--- src/rtl/rr_arb_defs.sv ---
// rr_arb_defs: shared definitions for the round-robin mux arbiter.
//   - FSM state encoding (ST_IDLE / ST_GRANT)
//   - requester count and index width
//   - idx_to_onehot: index -> one-hot grant vector
package rr_arb_defs;

  localparam int N_REQ = 4;
  localparam int IDX_W = 2;

  typedef enum logic {
    ST_IDLE  = 1'b0,
    ST_GRANT = 1'b1
  } state_e;

  function automatic logic [N_REQ-1:0] idx_to_onehot(input logic [IDX_W-1:0] idx);
    return N_REQ'(1) << idx;
  endfunction

endpackage

--- src/rtl/rr_priority_pick.sv ---
// rr_priority_pick: combinational rotating priority picker.
// Ports:
//   req      in  [N_REQ-1:0]  request vector
//   start    in  [IDX_W-1:0]  index that gets highest priority
//   excl_en  in  1            when high, excl_idx is removed from the search
//   excl_idx in  [IDX_W-1:0]  index to exclude
//   found    out 1            some eligible request exists
//   winner   out [IDX_W-1:0]  first eligible index at or after start (wrapping)
module rr_priority_pick
  import rr_arb_defs::*;
(
  input  logic [N_REQ-1:0] req,
  input  logic [IDX_W-1:0] start,
  input  logic             excl_en,
  input  logic [IDX_W-1:0] excl_idx,
  output logic             found,
  output logic [IDX_W-1:0] winner
);

  logic [N_REQ-1:0]   masked;
  logic [2*N_REQ-1:0] doubled;
  logic [N_REQ-1:0]   rotated;
  logic [IDX_W-1:0]   offset;

  always_comb begin
    masked = req;
    if (excl_en) masked[excl_idx] = 1'b0;

    // Rotate so that bit 0 of 'rotated' is requester 'start'.
    doubled = {masked, masked} >> start;
    rotated = doubled[N_REQ-1:0];

    // Fixed-priority encode, lowest rotated bit wins.
    found  = 1'b0;
    offset = '0;
    for (int i = N_REQ - 1; i >= 0; i--) begin
      if (rotated[i]) begin
        found  = 1'b1;
        offset = IDX_W'(i);
      end
    end

    // Un-rotate: index arithmetic wraps naturally in IDX_W bits.
    winner = start + offset;
  end

endmodule

--- src/rtl/rr_mux_arbiter.sv ---
// rr_mux_arbiter: round-robin arbiter sharing one 4:1 bit-select path.
// Ports:
//   clk       in  1  rising-edge clock
//   reset     in  1  asynchronous active-high reset
//   req       in  4  request lines, req[i] = requester i wants the path
//   data_in   in  4  data bits, data_in[i] belongs to requester i
//   grant     out 4  registered one-hot grant, zero when idle
//   sel_a     out 1  registered select MSB
//   sel_b     out 1  registered select LSB ({sel_a,sel_b} = current/last owner)
//   busy      out 1  |grant
//   y         out 1  registered forwarded data bit
//   dbg_state out 1  current FSM state (0 = IDLE, 1 = GRANT)
// Handshake: req[i] is a level request; grant[i] is the acknowledge and stays
// high for as long as requester i owns the path. A requester may drop req at
// any time; ownership ends at the next edge.
module rr_mux_arbiter
  import rr_arb_defs::*;
#(
  parameter int MAX_HOLD = 8,
  parameter int CNT_W    = 8
) (
  input  logic             clk,
  input  logic             reset,
  input  logic [N_REQ-1:0] req,
  input  logic [N_REQ-1:0] data_in,
  output logic [N_REQ-1:0] grant,
  output logic             sel_a,
  output logic             sel_b,
  output logic             busy,
  output logic             y,
  output logic             dbg_state
);

  localparam logic [CNT_W-1:0] HOLD_LAST = CNT_W'(MAX_HOLD - 1);

  state_e           state_q, state_d;
  logic [IDX_W-1:0] last_q, last_d;
  logic [IDX_W-1:0] sel_q, sel_d;
  logic [CNT_W-1:0] hold_q, hold_d;
  logic [N_REQ-1:0] grant_q, grant_d;
  logic             y_q, y_d;

  logic             busy_q;
  logic             found;
  logic [IDX_W-1:0] winner;

  assign busy_q = |grant_q;

  // Search begins just after the last owner. While granting, the owner is
  // excluded so a forced rotation never re-selects it.
  rr_priority_pick u_pick (
    .req      (req),
    .start    (last_q + IDX_W'(1)),
    .excl_en  (state_q == ST_GRANT),
    .excl_idx (last_q),
    .found    (found),
    .winner   (winner)
  );

  always_comb begin
    state_d = state_q;
    last_d  = last_q;
    sel_d   = sel_q;
    hold_d  = hold_q;
    grant_d = grant_q;
    y_d     = busy_q ? data_in[sel_q] : 1'b0;

    case (state_q)
      ST_IDLE: begin
        if (found) begin
          state_d = ST_GRANT;
          last_d  = winner;
          sel_d   = winner;
          hold_d  = '0;
          grant_d = idx_to_onehot(winner);
        end
      end
      ST_GRANT: begin
        if (req[last_q] && (hold_q < HOLD_LAST)) begin
          hold_d = hold_q + CNT_W'(1);
        end else if (found) begin
          // Owner released, or hold limit reached with someone waiting.
          last_d  = winner;
          sel_d   = winner;
          hold_d  = '0;
          grant_d = idx_to_onehot(winner);
        end else if (!req[last_q]) begin
          state_d = ST_IDLE;
          grant_d = '0;
        end
        // Otherwise: owner at the limit with nobody waiting; counter saturates.
      end
      default: begin
        state_d = ST_IDLE;
        grant_d = '0;
      end
    endcase
  end

  always_ff @(posedge clk or posedge reset) begin
    if (reset) begin
      state_q <= ST_IDLE;
      last_q  <= IDX_W'(N_REQ - 1);
      sel_q   <= '0;
      hold_q  <= '0;
      grant_q <= '0;
      y_q     <= 1'b0;
    end else begin
      state_q <= state_d;
      last_q  <= last_d;
      sel_q   <= sel_d;
      hold_q  <= hold_d;
      grant_q <= grant_d;
      y_q     <= y_d;
    end
  end

  assign grant     = grant_q;
  assign sel_a     = sel_q[1];
  assign sel_b     = sel_q[0];
  assign busy      = busy_q;
  assign y         = y_q;
  assign dbg_state = state_q;

endmodule

--- config.mk ---
export PLATFORM = sky130hd
export DESIGN_NAME = rr_mux_arbiter
export DESIGN_NICKNAME = d
export VERILOG_FILES = /design/src/rtl/rr_arb_defs.sv /design/src/rtl/rr_priority_pick.sv /design/src/rtl/rr_mux_arbiter.sv
export SDC_FILE = /design/constraint.sdc
export NUM_CORES = 1
export LEC_CHECK = 0
export ABC_AREA = 0
export CORE_MARGIN = 2
export CORE_UTILIZATION = 51
export DETAILED_ROUTE_END_ITERATION = 10
export PLACE_DENSITY = 0.79
export RECOVER_POWER = 25
export SYNTH_ARGS = -nofsm -noshare
export SYNTH_HDL_FRONTEND = slang
export SYNTH_SLANG_ARGS = --single-unit
--- constraint.sdc ---
create_clock -name clk -period 3.6 [get_ports clk]
set_input_delay 0.36 -clock clk [delete_from_list [all_inputs] [get_ports clk]]
set_output_delay 0.36 -clock clk [all_outputs]
set_load 0.005 [all_outputs]
==> flow_metrics.env <==
export IMPL_run_status="completed"
export IMPL_setup_viol=0
export IMPL_p_int_mw=0.755
export IMPL_yosys_area_top_type_share=0.369
export IMPL_synth_mux_area_frac=0.146
export IMPL_area_growth_pct=21.3
export IMPL_p_leak_nw=0.599
export IMPL_fin_tns_setup_ns=0
export IMPL_fin_area_um2=1320
export IMPL_place_ws_ns=0.764
export IMPL_vias=769
export IMPL_drt_iter0_drc=9
export IMPL_placed_area_um2=1280
export IMPL_drt_pass1_iter_count=4
export IMPL_cts_resized=0
export IMPL_dieHeight_um=50.1
export IMPL_path_clk_slew_ns=0.10
export IMPL_cts_tree="done"
export IMPL_path_max_fanout=13
export IMPL_holdWs_ns=0.502
export IMPL_antenna_cells=0
export IMPL_yosys_warnings=0
export IMPL_worstSetupStartpointType="flip-flop"
export IMPL_synth_edf_count=0
export IMPL_max_slew_margin=0.573
export IMPL_first_global_vias=781
export IMPL_ys_ff_latch=18
export IMPL_hold_path_class="flip-flop to flip-flop"
export IMPL_synth_sequential_area_ratio=0.418
export IMPL_synth_area_um2=1080
export IMPL_root_buffer="clkbuf_4"
export IMPL_cts_buffer_depth=2
export IMPL_wire_per_inst_um=14.9
export IMPL_hold_buffers=0
export IMPL_hold_viol_final=0
export IMPL_synth_flop_cell="dfrtp_1"
export IMPL_layout_commonest_cell="clkdlybuf4s50_1"
export IMPL_finalMaxSlewViolations=0
export IMPL_nets=131
export IMPL_port_buffer_count=18
export IMPL_drc=0
export IMPL_cts_max_level=1
export IMPL_combPwrFrac=0.625
export IMPL_via_per_inst=5.45
export IMPL_swShare=0.428
export IMPL_place_inst=137
export IMPL_wl_mm=2.10
export IMPL_die_width_um=50.1
export IMPL_synth_adder_area_share=0.0796
export IMPL_synth_top_family_by_area="simple AND/OR/NAND/NOR gates"
export IMPL_drv_cap=0
export IMPL_core_um2=1980
export IMPL_p_seq_frac=0.282
export IMPL_critical_path_class="flip-flop to flip-flop"
export IMPL_async_flop_share=1.00
export IMPL_postCtsSetupBuffers=0
export IMPL_antenna_left=0
export IMPL_netlist_instances=94
export IMPL_io_pins=19
export IMPL_synthTopCellsByArea="dfrtp_1 37%, ha_1 6.9%, dfstp_2 4.8%"
export IMPL_worst_pin_slew_ns=0.639
export IMPL_grt_pass1_wl_mm=3.55
export IMPL_cts_buffers=3
export IMPL_irDropWorstVdd_v=0.000670
export IMPL_critPathRequiredTime_ns=3.79
export IMPL_final_cells=141
export IMPL_rows=16
export IMPL_grt_setup_unrepaired="false"
export IMPL_fmax_mhz=349
export IMPL_p_sw_mw=0.565
export IMPL_worstPathArrival_ns=3.05
export IMPL_p_per_area_nw_per_um2=1000
export IMPL_synth_compound_area_frac=0.143
export IMPL_grt_max_degree=19
export IMPL_synth_xor_area_frac=0.0161
export IMPL_pwr_share_clk=0.092
export IMPL_skew_ns=0.0100
export IMPL_yosys_area_top_type="dfrtp_1"
export IMPL_synthSimpleGateAreaFrac=0.163
export IMPL_timing_final_ws_setup_ns=0.738
export IMPL_cts_sinks=18
export IMPL_hpwl_mm=1.62
export IMPL_worst_setup_path_end_kind="flip-flop"
export IMPL_gp_congestion=0.889
export IMPL_synth_cell_types=34
export IMPL_drive_gt1_frac=0.184
export IMPL_syn_nets=110
export IMPL_grt_use_total=0.191
export IMPL_grt_overflow_total=0
export IMPL_dieArea_um2=2510
export IMPL_antenna_found_initial=0
export IMPL_initial_core_util=0.547
export IMPL_final_cell_mix="17 x clkdlybuf4s50_1, 16 x dfrtp_1, 12 x nand2_1, 6 x ha_1"
export IMPL_finalCritPeriodShare=0.795
export IMPL_insertion_delay_ns=0.29
export IMPL_layout_min_cycle_time_ns=2.86
export IMPL_syn_area_per_cell_um2=11.5
## worst max-delay path: stages (launching register included)
cell and delay, ns:
dfstp_2 0.74, inv_1 0.14, ha_1 0.23, mux2_4 0.27
a21oi_4 0.22, inv_1 0.08, o21ai_0 0.16, a21o_1 0.13
o21ai_0 0.08, ha_1 0.23, xor2_1 0.21, mux2_2 0.28
## stage by stage
step                      utilization  total power [mW]
after global routing            0.664              1.42
after floorplan                     -             0.988
after CTS                       0.664              1.33
after detailed placement        0.646              1.20
after global placement          0.646              1.17
final                           0.664              1.32
## registers in the layout, summed over array words and instances (netlist names)
signal,count
grant,4
last_q,2
sel_q,2
y,1
dbg_state,1
hold_q,8
## worst paths after layout
check / start / end / slack [ns] / depth (start not counted)
worst max-delay path: last_q[0] / sel_q[1] / 0.74 / 11
worst min register to register: hold_q[6] / hold_q[6] / 0.50 / 1
worst min-delay path: hold_q[6] / hold_q[6] / 0.50 / 1
max in group asynchronous: reset / hold_q[0] / 2.61 / 2
worst max register to register: last_q[0] / sel_q[1] / 0.74 / 11
min in group asynchronous: reset / sel_q[1] / 0.57 / 2
## cell type report
cell class / count / area [µm²]
Clock buffer: 4 / 36.3
Timing Repair Buffer: 18 / 180
Multi-Input combinational cell: 69 / 594
Inverter: 5 / 18.8
Fill cell: 149 / 666
Tap cell: 27 / 33.8
Sequential cell: 18 / 453
## routing by layer
metal  GRT usage  share of wire  wire length [µm]  vias up
met3      0.0545          0.032                68        4
met1       0.237           0.44               927      378
met4      0.0556          0.016                34        0
li1            -              -                 -      374
met5           0              0                 0        -
met2       0.320           0.51              1070       13
## logic make-up (layout without fill, tap and decap cells)
kind of cell	after synthesis	count (layout)
mux	12	12
simple gates	31	31
flops	18	18
xor+xnor	2	2
buf+inv	7	27
fa+ha+maj	7	7
compound gates	17	17
## synth_stat cells (2+ instances only)
cell type and count:
nor2_1 2, dfrtp_1 16, nand3_1 5, nand2_1 12, dfstp_2 2, o21ai_0 4, ha_1 6, a21oi_4 2
mux4_2 2, a22o_1 3, and2_1 5, mux2_2 2, inv_1 5, mux2_4 2, a21oi_1 2, mux2i_1 5
o21ai_1 2
## power groups by stage
stage                     Sequential [mW]  Clock [mW]  Combinational [mW]
after CTS                           0.373       0.125               0.827
final                               0.373       0.122               0.826
after global placement              0.373           0               0.799
after global routing                0.381       0.133               0.909
after floorplan                     0.331           0               0.656
after detailed placement            0.377           0               0.819
Note: power is estimated with default switching activity, not from simulation.
